$ cat src/rtl/alu_brc.sv
// Branch-resolution unit: resolves a branch from comparator flags into taken/next_pc behind a 2-entry skid buffer.
// Optional taken/not-taken delivery counters are built when ALU_BRC_STATS_EN is defined.
module alu_brc #(
  parameter logic [31:0] PC_STEP = 32'd4
) (
  input  logic        clk,
  input  logic        rst,
  input  logic        in_valid,
  output logic        in_ready,
  input  logic [2:0]  cond,
  input  logic        src_equ,
  input  logic        src_neq,
  input  logic        src_lth,
  input  logic        src_lte,
  input  logic        src_gth,
  input  logic        src_gte,
  input  logic [31:0] pc,
  input  logic [31:0] target,
  output logic        out_valid,
  input  logic        out_ready,
  output logic        taken,
  output logic [31:0] next_pc,
  output logic        flag_err
`ifdef ALU_BRC_STATS_EN
  ,
  input  logic        cnt_clr,
  output logic [15:0] cnt_taken,
  output logic [15:0] cnt_ntaken
`endif
);

  typedef enum logic [1:0] {EMPTY, ONE, TWO} state_t;

  state_t      r_state;
  logic        r_in_ready;
  logic        r_out_valid;
  logic        r_out_taken;
  logic [31:0] r_out_next_pc;
  logic        r_out_err;
  logic        r_skid_taken;
  logic [31:0] r_skid_next_pc;
  logic        r_skid_err;

  logic        w_accept;
  logic        w_deliver;
  logic        w_err;
  logic        w_sel;
  logic        w_taken;
  logic [31:0] w_next_pc;

  assign w_accept  = in_valid & r_in_ready;
  assign w_deliver = r_out_valid & out_ready;

  // The result is resolved at acceptance, so only the decision is buffered.
  always_comb begin
    w_err = (src_neq != ~src_equ) |
            (src_lte != (src_lth | src_equ)) |
            (src_gth != ~src_lte) |
            (src_gte != ~src_lth);
    w_sel = 1'b0;
    case (cond)
      3'b000:  w_sel = src_equ;
      3'b001:  w_sel = src_neq;
      3'b010:  w_sel = src_lth;
      3'b011:  w_sel = src_lte;
      3'b100:  w_sel = src_gth;
      3'b101:  w_sel = src_gte;
      3'b110:  w_sel = 1'b1;
      default: w_sel = 1'b0;
    endcase
    w_taken   = w_sel & ~w_err;
    w_next_pc = w_taken ? target : (pc + PC_STEP);
  end

  always_ff @(posedge clk) begin
    if (rst) begin
      r_state        <= EMPTY;
      r_in_ready     <= 1'b1;
      r_out_valid    <= 1'b0;
      r_out_taken    <= 1'b0;
      r_out_next_pc  <= 32'h0;
      r_out_err      <= 1'b0;
      r_skid_taken   <= 1'b0;
      r_skid_next_pc <= 32'h0;
      r_skid_err     <= 1'b0;
    end else begin
      case (r_state)
        EMPTY: begin
          if (w_accept) begin
            r_out_taken   <= w_taken;
            r_out_next_pc <= w_next_pc;
            r_out_err     <= w_err;
            r_out_valid   <= 1'b1;
            r_state       <= ONE;
          end
        end
        ONE: begin
          if (w_accept && w_deliver) begin
            r_out_taken   <= w_taken;
            r_out_next_pc <= w_next_pc;
            r_out_err     <= w_err;
          end else if (w_accept) begin
            r_skid_taken   <= w_taken;
            r_skid_next_pc <= w_next_pc;
            r_skid_err     <= w_err;
            r_in_ready     <= 1'b0;
            r_state        <= TWO;
          end else if (w_deliver) begin
            r_out_valid <= 1'b0;
            r_state     <= EMPTY;
          end
        end
        TWO: begin
          // The skid entry is older than anything still upstream, so it moves up first.
          if (w_deliver) begin
            r_out_taken   <= r_skid_taken;
            r_out_next_pc <= r_skid_next_pc;
            r_out_err     <= r_skid_err;
            r_in_ready    <= 1'b1;
            r_state       <= ONE;
          end
        end
        default: begin
          r_state     <= EMPTY;
          r_in_ready  <= 1'b1;
          r_out_valid <= 1'b0;
        end
      endcase
    end
  end

  assign in_ready  = r_in_ready;
  assign out_valid = r_out_valid;
  assign taken     = r_out_taken;
  assign next_pc   = r_out_next_pc;
  assign flag_err  = r_out_err;

`ifdef ALU_BRC_STATS_EN
  logic [15:0] r_cnt_taken;
  logic [15:0] r_cnt_ntaken;

  // Clear wins over a same-cycle delivery; both counters stick at all-ones.
  always_ff @(posedge clk) begin
    if (rst || cnt_clr) begin
      r_cnt_taken  <= 16'h0;
      r_cnt_ntaken <= 16'h0;
    end else if (w_deliver) begin
      if (r_out_taken && (r_cnt_taken != 16'hFFFF))
        r_cnt_taken <= r_cnt_taken + 16'd1;
      if (!r_out_taken && (r_cnt_ntaken != 16'hFFFF))
        r_cnt_ntaken <= r_cnt_ntaken + 16'd1;
    end
  end

  assign cnt_taken  = r_cnt_taken;
  assign cnt_ntaken = r_cnt_ntaken;
`endif

endmodule

$ cat config.mk
export PLATFORM = sky130hd
export DESIGN_NAME = alu_brc
export DESIGN_NICKNAME = d
export VERILOG_FILES = /design/src/rtl/alu_brc.sv
export SDC_FILE = /design/constraint.sdc
export NUM_CORES = 1
export LEC_CHECK = 0
export CAP_MARGIN = 20
export CORE_AREA = 3 3 96 98
export DETAILED_ROUTE_END_ITERATION = 12
export DIE_AREA = 0 0 99 101
export PLACE_DENSITY = 0.81
export SLEW_MARGIN = 20
export SYNTH_ARGS = -nofsm -noshare
export SYNTH_HDL_FRONTEND = slang
export SYNTH_SLANG_ARGS = --single-unit
$ cat constraint.sdc
create_clock -name clk -period 2.45 [get_ports clk]
set_input_delay 0.3675 -clock clk [delete_from_list [all_inputs] [get_ports clk]]
set_output_delay 0.3675 -clock clk [all_outputs]
set_load 0.02 [all_outputs]
# Word-level counts from Yosys, hierarchy flattened
# Index checks and enable logic that the tools add are counted.
[word_totals]
elab_cells = 82
register_bits = 72
out_inout_bits = 36
[classes]
n_eq_ne = 20
muxes = 29
reduce_logical = 9
addsub = 1
bitwise = 14
[op_table]
columns = ["operator", "count"]
rows = [
  ["$mux W32", 4],
  ["$pmux W32 S3", 1],
  ["$add A32 B3 Y32 const B", 1],
  ["$ne A2 B2 Y1 const B", 7],
  ["$mux W1", 13],
  ["$pmux W1 S3", 4],
  ["$reduce_and A4 Y1", 3],
  ["$mux W2", 5],
  ["$eq A3 B3 Y1 const B", 3],
  ["$not A1 Y1", 7],
  ["$pmux W1 S7", 1],
  ["$eq A3 B2 Y1 const B", 2],
  ["$pmux W2 S3", 1],
  ["$reduce_and A5 Y1", 1],
  ["$ne A1 B1 Y1", 4],
  ["$or A1 B1 Y1", 4],
  ["$and A1 B1 Y1", 3],
  ["$eq A3 B1 Y1 const B", 1],
  ["$logic_not A3 Y1", 1],
  ["$ne A3 B3 Y1 const B", 1],
  ["$reduce_and A3 Y1", 1],
  ["$reduce_bool A3 Y1", 1],
  ["$eq A2 B1 Y1 const B", 1],
  ["$eq A2 B2 Y1 const B", 1],
  ["2 further kinds", 2],
]

# Longest topological paths before layout
[depth]
depth_word = 10
mapped_depth = 7

# Worst setup path before layout
# OpenSTA, ideal clock, no wires.
[synth_timing]
path_kind = "reg-to-reg"
from = "register r_in_ready (netlist: in_ready)"
to = "register r_out_next_pc[22] (netlist: next_pc[22])"
arrival_time_ns = 1.829
path_buffers = 1
stages_incl_launch_ff = 7
setup_slack_ns = 0.525
t_required_ns = 2.355
path_cell_list = "dfxtp_1 > nand2_1 > o32ai_4 > buf_2 > nor2_1 > a311o_1 > a221oi_1"
[synth_between]
elab_chain_cells = 4
elab_cells_between_ends = 5
[synth_rtl]
columns = ["element", "line_no", "rtl"]
rows = [
  ["from (decl)", "35", "logic r_in_ready;"],
  ["from (signal assigned)", "78", "r_in_ready <= 1'b1;"],
  ["from (signal assigned)", "106", "r_in_ready <= 1'b0;"],
  ["from (signal assigned)", "119", "r_in_ready <= 1'b1;"],
  ["$and A1 B1 Y1 *", "51", "assign w_accept = in_valid & r_in_ready;"],
  ["$logic_and A1 B1 Y1", "98", "if (w_accept && w_deliver) begin"],
  ["$ne A2 B2 Y1 (no source line)", "-", ""],
  ["$reduce_and A4 Y1 (no source line) *", "-", ""],
  ["to (signal assigned)", "91", "r_out_next_pc <= w_next_pc;"],
  ["to (signal assigned)", "100", "r_out_next_pc <= w_next_pc;"],
  ["to (signal assigned)", "117", "r_out_next_pc <= r_skid_next_pc;"],
  ["to (decl)", "38", "logic [31:0] r_out_next_pc;"],
]
# Mark *: on every way between the ends. The rest lies on a longest branch, timed or not.
# A chain may end at the register's enable or synchronous reset.

# Final worst setup path
[layout_timing]
from = "input src_neq"
to = "register r_out_next_pc[20] (netlist: next_pc[20])"
[layout_between]
elab_chain_cells = 9
elab_cells_between_ends = 11
[layout_rtl]
columns = ["element", "line_no", "rtl"]
rows = [
  ["from (decl)", "12", "input logic src_neq,"],
  ["$ne A1 B1 Y1", "56", "w_err = (src_neq != ~src_equ) |"],
  ["$or A1 B1 Y1", "56", ""],
  ["$or A1 B1 Y1", "57", "(src_lte != (src_lth | src_equ)) |"],
  ["$or A1 B1 Y1", "58", "(src_gth != ~src_lte) |"],
  ["$not A1 Y1", "71", "w_taken = w_sel & ~w_err;"],
  ["$and A1 B1 Y1 *", "71", ""],
  ["$mux W32 *", "72", "w_next_pc = w_taken ? target : (pc + PC_STEP);"],
  ["$mux W32, on equally long branches", "98, 89", ""],
  ["$pmux W32 S3 *", "87", "case (r_state)"],
]
# Mark *: on every way between the ends. The rest lies on a longest branch, timed or not. The select of a mux whose other input is x is not followed.

==> flow_summary_export.csv <==
group,metric,value,unit
critical_path,r2r_start,"r_state[0]",
synthesis,synthCells,501,
finish,fill_cells,700,
grt,grt_max_degree,39,
min_path,hold_path_depth,2,
placed_design,dp_hpwl,9.60,mm
cts,post-cts-setup-buffers,0,
synthesis,synth_edf_count,0,
cts,cts_max_level,3,
critical_path,r2r_slack,400,ps
sta,finClkSkew,8.79,ps
sta,rsz0062_at_grt,"false",
routing,drtIter0Drc,335,
cts,cts_hold_repair.buffers,0,
critical_path,worst_r2r_endpoint,"next_pc[20]",
synthesis,syn-num-nets,579,
critical_path,worst_setup_path_start_kind,"primary input",
run_status,status,"finished, final reports clean",
sta,relSlewSlack,29.1,%
routing,routedWlPerCell,17.8,µm
grt,grt_usage,26.2,%
finish,drive_gt1_share,12.5,%
floorplan,start_util,48.0,%
sta,tightest_slew,1050,ps
sta,drv_slew,0,
routing,ant_nets,0,
floorplan,die_w,99,µm
routing,dr.pass1.iters,5,
critical_path,crit_required,2620,ps
power_and_ir_drop,leakagePower,2.17,nW
synthesis,async_reset_ff_share,0,%
synthesis,synth_top_flop_cell,"dfxtp_1",
power_and_ir_drop,finalPower,3.49,mW
synthesis,ys_ff_latch,72,
power_and_ir_drop,ir_drop,0.000416,V
cts,root_buffer,"clkbuf_8",
critical_path,crit_type,"in2reg",
synthesis,yosysUniqueCellTypes,59,
grt,grt.overflow.total,0,
job,cap_viol_max_count,0,
cts,clock_path_buffers,2,
cts,clock-sinks,72,
cts,numCtsBuffers,9,
placed_design,dp_slack,-276,ps
synthesis,syn_area,4110,µm²
synthesis,ys_warn_count,0,
synthesis,yosysSeqAreaShare,35.1,%
cts,clk_latency,350,ps
routing,via_per_inst,6.13,
grt,grt_antenna_before_repair,0,
finish,areaGrowthSynthToFinish,40.1,%
placed_design,routabilityCongestion,0.895,
cts,cts_tree,"yes",
critical_path,ff2ff_path_depth,4,
routing,via_count,4539,
critical_path,cp.arrival,2500,ps
grt,grt_pass1_vias,4482,
placed_design,place_area,5540,µm²
floorplan,die_h,101,µm
cts,cts_resized,0,
critical_path,setup.worst_path.end_class,"register",
sta,period_share,95.0,%
critical_path,critPathMaxFanout,12,
sta,hold_viol,0,
sta,worst_hold_slack,452,ps
floorplan,rows,34,
sta,max_freq,0.430,GHz
finish,final_cell_area,5750,µm²
floorplan,die_area,10000,µm²
routing,routed_wl,13.2,mm
floorplan,core_area,8550,µm²
floorplan,boundaryPins,113,
sta,period_needed,2330,ps
placed_design,io_buffers,112,
finish,fin_nets,706,
sta,setup_ws,122,ps
sta,setup_viol,0,
finish,antenna_cells,0,
min_path,hold_end,"r_skid_next_pc[14]",
min_path,hp-class,"reg2reg",
power_and_ir_drop,power_density,607,nW/µm²
grt,grt_pass1_wl,21.4,mm
min_path,min_from,"r_skid_next_pc[14]",
synthesis,syn_avg_cell_area,8.19,µm²
cts,clk_pin_slew_worst_paths,80,ps
routing,drc,0,
cell type report:
class / instances / area [µm²] / area share, %
multi-input cells: 380 / 2450 / 42.6
repair buffers: 157 / 1480 / 25.8
flip-flops and latches: 72 / 1440 / 25.1
well taps: 108 / 135 / 2.35
clock buffers: 10 / 128 / 2.22
clock inverters: 6 / 83.8 / 1.46
inverters: 8 / 30.0 / 0.522
cell usage after synthesis (all sizes together), types with 5 or more instances:
library cell   n  area, µm²
nor3          34        213
xnor2         21        184
mux2i         20        200
a31oi         14       87.6
a211oi         5       50.1
a221oi        12        124
xor2           6       52.6
buf           19        100
or3           15       93.8
and4           8       70.1
nand3         57        295
dfxtp         72       1440
o221ai        10       87.6
inv            7       26.3
a21oi         18       90.1
clkbuf        22       82.6
o21ai         40        204
nor4           5       43.8
nand2         34        128
nor2          35        131
sequential cells by signal (all words and copies together), names as in the netlist:
register / flops
next_pc: 32
flag_err: 1
out_valid: 1
r_skid_taken: 1
r_state: 2
taken: 1
in_ready: 1
r_skid_next_pc: 32
r_skid_err: 1
worst max-delay path by stage:
stage | from | endpoint | slack, ps | depth (start not counted)
after CTS | src_neq | next_pc[20] | 90 | 6
after global placement | src_neq | next_pc[21] | -150 | 6
after floorplan | in_ready | next_pc[22] | 530 | 6
after detailed placement | src_neq | next_pc[20] | -280 | 6
after global routing | src_neq | next_pc[22] | 20 | 6
final | src_neq | next_pc[20] | 120 | 6
per-layer routing:
layer  part of all wire [%]  track usage [%]
met1                     40             31.4
met3                    9.4             7.20
met4                    1.8             9.14
met2                     49             44.9
met5                      0                0
stage by stage:
| stage | cells | utilization [%] | setup TNS, ps |
|---|---|---|---|
| after floorplan | 501 | - | 0 |
| after global placement | 725 | 64.8 | -1450 |
| after detailed placement | 725 | 64.8 | -3240 |
| after CTS | 741 | 67.3 | 0 |
| after global routing | 741 | 67.3 | 0 |
| final | 741 | 67.3 | 0 |
worst max-delay path: stages:
cell and delay [ps]:
clkdlybuf4s50_1 520, and4bb_1 250, o21ai_2 250, a211oi_4 100
nor2_1 780, a221oi_1 230
report_power, final:
group / switching (mW) / leakage, nW / internal, mW
clock network: 0.463 / 0.110 / 0.571
logic: 0.568 / 1.47 / 0.508
registers: 0.0844 / 0.590 / 1.30
total: 1.12 / 2.17 / 2.38
cell families after synthesis:
logic type / after synthesis / synth area share, %
AO/OA/AOI/OAI: 121 / 20.9
XOR/XNOR: 27 / 5.76
adder cells (fa/ha/maj): 1 / 0.305
buffers and inverters: 49 / 5.18
flip-flops: 72 / 35.1
multiplexers: 20 / 4.88
AND/OR/NAND/NOR: 211 / 27.9
placed cells by master (no fill, tap or decap), drive strengths merged, types with 5 or more instances in the layout:
cell type      count
a221oi            12
nor2              35
nor4               5
xor2               6
and4               8
o21ai             40
nor3              34
clkbuf            10
dfxtp             72
clkinv             5
clkdlybuf4s50    112
a211oi             5
a31oi             14
or3               15
buf               45
inv                7
o221ai            10
a21oi             18
mux2i             20
nand2             34
nand3             57
xnor2             21
Power figures use the tool's default switching activity.
